`config.mk`:
```
export PLATFORM = sky130hd
export DESIGN_NAME = gen_edge_detect_n
export DESIGN_NICKNAME = d
export VERILOG_FILES = /design/src/rtl/gen_edge_detect_n.sv
export SDC_FILE = /design/constraint.sdc
export NUM_CORES = 1
export LEC_CHECK = 0
export ABC_AREA = 1
export CORE_UTILIZATION = 45
export CTS_CLUSTER_DIAMETER = 120
export DETAILED_ROUTE_END_ITERATION = 8
export PLACE_DENSITY = 0.71
export SYNTH_ARGS = -nofsm -noshare
export SYNTH_HDL_FRONTEND = slang
export SYNTH_SLANG_ARGS = --single-unit
```
`constraint.sdc`:
```
create_clock -name clk -period 2.5 [get_ports clk]
set_clock_uncertainty 0.2 [all_clocks]
set_input_delay 0.5 -clock clk [delete_from_list [all_inputs] [get_ports clk]]
set_output_delay 0.5 -clock clk [all_outputs]
set_load 0.01 [all_outputs]
```
`src/rtl/gen_edge_detect_n.sv`:
```
// Multi-channel input conditioner: synchronizer, glitch filter and qualified
// edge detector per channel, with sticky edge/overrun flags and a post-reset arming window.
module gen_edge_detect_n #(
  parameter int NUM_CH      = 4,
  parameter int SYNC_STAGES = 2,
  parameter int FILT_W      = 4
) (
  input  logic                  clk,
  input  logic                  n_rst,
  input  logic [NUM_CH-1:0]     sig,
  input  logic [2*NUM_CH-1:0]   mode,
  input  logic [FILT_W-1:0]     filt_len,
  input  logic [NUM_CH-1:0]     clear,
  output logic [NUM_CH-1:0]     sig_level,
  output logic [NUM_CH-1:0]     sig_edge,
  output logic [NUM_CH-1:0]     edge_flag,
  output logic [NUM_CH-1:0]     overrun
);

  localparam int ARM_W = $clog2(SYNC_STAGES + 1);

  logic [ARM_W-1:0] arm_cnt_q, arm_cnt_d;
  logic             armed;
  logic [FILT_W:0]  thresh;

  always_comb begin
    armed     = (arm_cnt_q == ARM_W'(SYNC_STAGES));
    arm_cnt_d = armed ? arm_cnt_q : arm_cnt_q + ARM_W'(1);
    // A filter length of zero behaves like one: the first differing sample is accepted.
    thresh    = (filt_len == '0) ? (FILT_W+1)'(1) : {1'b0, filt_len};
  end

  always_ff @(posedge clk or negedge n_rst) begin
    if (!n_rst) begin
      arm_cnt_q <= '0;
    end else begin
      arm_cnt_q <= arm_cnt_d;
    end
  end

  for (genvar gi = 0; gi < NUM_CH; gi++) begin : g_ch
    logic [SYNC_STAGES-1:0] sync_q, sync_d;
    logic [FILT_W-1:0]      cnt_q, cnt_d;
    logic [FILT_W:0]        cnt_inc;
    logic [1:0]             ch_mode;
    logic                   sync_last;
    logic                   level_q, level_d;
    logic                   edge_q, edge_d;
    logic                   flag_q, flag_d;
    logic                   ovr_q, ovr_d;

    always_comb begin
      ch_mode   = mode[2*gi +: 2];
      sync_d    = {sync_q[SYNC_STAGES-2:0], sig[gi]};
      sync_last = sync_q[SYNC_STAGES-1];
      cnt_inc   = {1'b0, cnt_q} + (FILT_W+1)'(1);
      level_d   = level_q;
      cnt_d     = '0;
      edge_d    = 1'b0;

      if (!armed) begin
        // Follow the chain's incoming value so the level is settled when arming ends.
        level_d = sync_d[SYNC_STAGES-1];
      end else if (sync_last != level_q) begin
        if (cnt_inc >= thresh) begin
          level_d = sync_last;
          edge_d  = level_q ? ch_mode[1] : ch_mode[0];
        end else begin
          cnt_d = cnt_inc[FILT_W-1:0];
        end
      end

      flag_d = (flag_q & ~clear[gi]) | edge_q;
      // A new overrun wins over a clear arriving in the same cycle.
      ovr_d  = (edge_q & flag_q) | (ovr_q & ~clear[gi]);
    end

    always_ff @(posedge clk or negedge n_rst) begin
      if (!n_rst) begin
        sync_q  <= '1;
        level_q <= 1'b1;
        cnt_q   <= '0;
        edge_q  <= 1'b0;
        flag_q  <= 1'b0;
        ovr_q   <= 1'b0;
      end else begin
        sync_q  <= sync_d;
        level_q <= level_d;
        cnt_q   <= cnt_d;
        edge_q  <= edge_d;
        flag_q  <= flag_d;
        ovr_q   <= ovr_d;
      end
    end

    assign sig_level[gi] = level_q;
    assign sig_edge[gi]  = edge_q;
    assign edge_flag[gi] = flag_q;
    assign overrun[gi]   = ovr_q;
  end

endmodule

```
Yosys cells after proc, flatten, opt, wreduce, memory -nomap -nowiden
Cells that the tools add are included.
- output and inout bits: 16
- latch bits: 0
- input port bits: 22
- register bits: 42
- memories kept: 0
- bits in read-only memories: 0
- memory bits (writable): 0
- shift operators: 0
- divide/modulo/power cells: 0
- reduce and logical (&&, ||, !) cells: 5
- muxes and demuxes: 41
- $lt $le $gt $ge: 4
- equality and inequality tests: 13
- multiply operators: 0
- $add $sub $neg: 5
- bitwise logic cells: 24
- operators by type and width (cell ; number):
    4-bit two-way mux ; 13
    1-bit two-way mux ; 28
    4-bit by 1-bit adder with 5-bit output, second input constant ; 4
    5-bit by 4-bit >= comparator with 1-bit output ; 4
    2-bit by 1-bit != test with 1-bit output, second input constant ; 8
    1-bit AND ; 12
    1-bit OR ; 8
    2-bit AND reduction ; 4
    4-bit zero test ; 1
    1-bit != test ; 4
    1-bit NOT ; 4
    2-bit by 1-bit adder with 2-bit output, second input constant ; 1
    2-bit equality test, second input constant ; 1

Longest topological paths before layout
- depth after elaboration: 6
- gate-level depth with buffers: 14
- depth with buffers taken out: 14

Worst setup path after synthesis
Ideal clock, no wire load.
- path kind: input port to flip-flop
- start point: input port filt_len[3]
- end point: register g_ch[0].edge_q
- setup slack: 603 ps
- buffers on the path: 0
- required time: 2186 ps
- arrival time: 1583 ps
- cell stages on the path: 13
- cells stage by stage: inv_1 -> a31o_2 -> ha_1 -> inv_1 -> nand2_1 -> nand2_1 -> nand2_1 -> nand2_1 -> inv_1 -> nand2_2 -> nand3_2 -> nand3_1 -> inv_1
- longest elaborated chain between the ends: 6
- RTL lines (what ; RTL line ; RTL):
    start, declared ; 12 ; input logic [FILT_W-1:0] filt_len,
    4-bit zero test ; 30 ; thresh = (filt_len == '0) ? (FILT_W+1)'(1) : {1'b0, filt_len};
    4-bit two-way mux (*) ; 30 ;
    5-bit by 4-bit >= comparator with 1-bit output (*) ; 65 ; if (cnt_inc >= thresh) begin
    1-bit two-way mux (*) ; 65 ;
    1-bit two-way mux (*) ; 64 ; end else if (sync_last != level_q) begin
    1-bit two-way mux (*) ; 61 ; if (!armed) begin
    named net g_ch[0].edge_d ; 48 ; logic edge_q, edge_d;
    end signal, assigned ; 90 ; edge_q <= edge_d;
    end, declared ; 48 ;
The timed path passes the listed nets; every way through them passes the cells marked *.
A chain may end at the register's enable or synchronous reset.

Worst setup path in the final report
- start point: input port filt_len[2]
- end point: register g_ch[1].cnt_q[0]
- longest elaborated chain between the ends: 6
- RTL lines (what ; RTL line ; RTL):
    4-bit zero test ; 30 ;
    4-bit two-way mux (*) ; 30 ;
    5-bit by 4-bit >= comparator with 1-bit output (*) ; 65 ;
    4-bit two-way mux (*) ; 65 ;
    4-bit two-way mux (*) ; 64 ;
    4-bit two-way mux (*) ; 61 ;
    named net g_ch[1].cnt_d[0] ; 43 ; logic [FILT_W-1:0] cnt_q, cnt_d;
    end signal, assigned ; 89 ; cnt_q <= cnt_d;
    end, declared ; 43 ;
Marked as above.

==> flow_metrics.py <==
metrics = {
    "cts": {
        "postCtsSetupBuffers": 0,
        "cts_tree": "done",
        "numCtsBuffers": 5,
        "clkSinkCount": 42,
        "clkTransAtPathRegs_ns": 0.08,
        "clk_path_buf_depth": 2,
        "root_buffer": "clkbuf_8",
        "h-tree-depth": 2,
        "clk_latency_ns": 0.29,
        "ctsResizeCount": 0,
    },
    "synthesis": {
        "syn_inst": 310,
        "ys_warn_count": 0,
        "syn_area_um2": 2412,
        "syn-num-nets": 345,
        "synth_edf_count": 0,
        "synthFlopType": "dfrtp_1",
        "async_flop_share_pct": 100.0,
        "synth_area_per_cell_um2": 7.782,
        "synthTopCellsByArea": "dfrtp_1 (31%), nand2_1 (15%), dfstp_2 (13%), inv_1 (8.1%), ha_1 (6.7%)",
        "yosys-top-cells-count": "nand2_1 (96), inv_1 (52), dfrtp_1 (30), nor2_1 (28)",
        "synth_top_cell_area_share_pct": 31.12,
        "synth_top_area_cell": "dfrtp_1",
        "ys_seq_area_share_pct": 44.19,
        "synth-seq-cells": 42,
        "synth.distinct_cells": 20,
        "synth.most_common_cell": "nand2_1",
    },
    "cells_and_area": {
        "n_antenna_cell": 0,
        "drive_gt1_share_pct": 14.78,
        "final_nets": 379,
        "final_util_pct": 56.43,
        "syn2layout_area_growth_pct": 20.23,
        "fillers": 481,
        "fin_cells": 415,
    },
    "setup_path": {
        "regToRegStartpoint": "g_ch[1].cnt_q[0]$_DFF_PN0_",
        "crit_path_end": "g_ch[1].cnt_q[0]$_DFF_PN0_",
        "crit_arrival_ns": 2.24,
        "path_buf_inv": 4,
        "path_delay_family": "buffers and inverters",
        "crit_chain": "clkdlybuf4s50_1, inv_2, a31o_2, ha_1, inv_1, nand2_1, nand2_1, nand2_1, nand2_1, inv_1, nand2_2, nand4_1, nor2_1",
        "cpMostUsedCell": "nand2_1",
        "setup.worst_path.start": "filt_len[2]",
        "cpPeakStageDelay_ns": 0.49,
        "cp_num_cells": 13,
        "worstRegToRegCells": 9,
        "r2r-end": "g_ch[1].cnt_q[0]$_DFF_PN0_",
        "cp-end-kind": "register",
        "setup.worst_path.class": "input port to register",
        "required_ns": 2.53,
        "cp_max_fo": 4,
        "cp-start-kind": "input port",
        "crit_path_top_delay_cell": "clkdlybuf4s50_1",
        "r2r_slack_ns": 0.58,
    },
    "floorplan": {
        "start_util_pct": 46.93,
        "dieHeight_um": 75.22,
        "rows": 26,
        "core_um2": 5140,
        "die_x_um": 75.22,
        "ios": 38,
        "die-area_um2": 5657,
    },
    "routing": {
        "route.vias.total": 1942,
        "drt_wl_total_mm": 4.303,
        "vias_per_cell": 4.680,
        "firstDrtPassIters": 4,
        "wl_per_cell_um": 10.37,
        "final_antenna_net_count": 0,
        "drt-initial-drc-count": 77,
        "drc_errors": 0,
    },
    "pwr": {
        "ir_drop_mv": 0.3884,
        "p_leak_nw": 1.542,
        "power_density_nw_per_um2": 837.9,
    },
    "grt": {
        "grt_use_met3_pct": 3.213,
        "grt_pass1_wl_mm": 7.113,
        "grt_pass1_vias": 1685,
        "use_met1_pct": 20.48,
        "grtUsageMet2_pct": 29.73,
        "grt_max_degree": 24,
        "top_usage_layer": "met2",
        "gr-total-overflow": 0,
        "grt_usage_pct": 16.91,
        "antenna_found_initial": 0,
    },
    "sta": {
        "fin_hold_ws_ns": 0.1657,
        "rsz0062_at_grt": "false",
        "fin_crit_sh_pct": 88.35,
        "fin_setup_tns_ns": 0,
        "finalSetupViolCount": 0,
        "relSlewSlack_pct": 67.64,
        "final_max_slew_viol_count": 0,
        "max_freq_mhz": 452.8,
        "tightest_slew_ns": 0.4854,
        "finalCriticalPeriod_ns": 2.209,
        "hold_violations": 0,
    },
    "place": {
        "io_buffer_count": 37,
        "dp_cells": 406,
        "dpl.hpwl_mm": 3.370,
        "gp_congestion": 0.8149,
    },
    "worst_hold_path": {
        "hp-class": "register to register",
    },
    "job": {
        "drv_cap": 0,
    },
    "status": {
        "status": "completed",
    },
}
-- layout make-up --
| cell class | count | area, µm² | share of cell area [%] |
|---|---|---|---|
| timing repair buffer | 45 | 440.4 | 15.19 |
| clock buffer | 5 | 68.82 | 2.373 |
| tap | 70 | 87.58 | 3.020 |
| sequential | 42 | 1066 | 36.76 |
| inverter | 53 | 198.9 | 6.859 |
| clock inverter | 3 | 21.27 | 0.7334 |
| multi-input combinational | 197 | 1017 | 35.07 |
-- worst min-delay path by stage --
stage / startpoint / slack [ns] / to / depth (start not counted)
global placement: g_ch[1].sync_q[0]$_DFF_PN1_ / 0.16 / g_ch[1].sync_q[1]$_DFF_PN1_ / 0
floorplan: n_rst / 0.004 / arm_cnt_q[0]$_DFFE_PN0N_ / 0
detailed placement: g_ch[2].sync_q[0]$_DFF_PN1_ / 0.16 / g_ch[2].sync_q[1]$_DFF_PN1_ / 0
global route: g_ch[1].sync_q[0]$_DFF_PN1_ / 0.17 / g_ch[1].sync_q[1]$_DFF_PN1_ / 0
CTS: g_ch[1].sync_q[0]$_DFF_PN1_ / 0.17 / g_ch[1].sync_q[1]$_DFF_PN1_ / 0
finish: g_ch[1].sync_q[0]$_DFF_PN1_ / 0.17 / g_ch[1].sync_q[1]$_DFF_PN1_ / 0
-- per-layer routing --
metal | vias up | routed length (µm)
met2 | 28 | 2096
met1 | 892 | 2035
met4 | 0 | 54
met5 | - | 0
li1 | 1016 | -
met3 | 6 | 117
-- flip-flops by register name, indices dropped and copies added (netlist names) --
name	count
arm_cnt_q	2
g_ch.cnt_q	16
g_ch.edge_q	4
g_ch.flag_q	4
g_ch.level_q	4
g_ch.ovr_q	4
g_ch.sync_q	8
-- layout by cell type, fill, tap and decap left out, types with 4 or more instances in the layout --
master,n
o21ai_0,5
nand2_1,96
or2_2,4
nand3_1,16
nor2_1,28
inv_1,52
ha_1,13
mux2_2,4
dfrtp_1,30
buf_4,6
dfstp_2,12
nand4_1,12
nand2_2,5
o22ai_1,4
clkbuf_8,5
nor2_2,4
clkdlybuf4s50_1,36
nand3_2,4
-- stage by stage --
step | cell area, µm² | power, mW | worst slack (ns)
detailed placement | 2800 | 2.016 | -0.01409
CTS | 2900 | 2.465 | 0.2890
finish | 2900 | 2.430 | 0.2913
global route | 2900 | 2.669 | 0.1210
floorplan | 2412 | 1.753 | 0.6034
global placement | 2800 | 1.990 | 0.02802
-- cell families after synthesis --
kind of cell | share of synthesized area [%]
xor+xnor | 0.3631
compound gates | 2.437
simple gates | 30.76
flops | 44.19
mux | 1.867
fa+ha+maj | 6.743
buf+inv | 13.64
-- power by group --
group / switching, mW / internal [mW]
Clock: 0.237 / 0.196
Combinational: 0.531 / 0.472
Sequential: 0.141 / 0.854
Total: 0.908 / 1.52
-- timing repair --
item / 4_1_cts / 5_1_grt
endpoints found under the hold margin: 15 / 0
setup endpoints to repair: 0 / 0
hold buffers: 1 / 0
No activity file was read; power rests on OpenSTA's default activity.
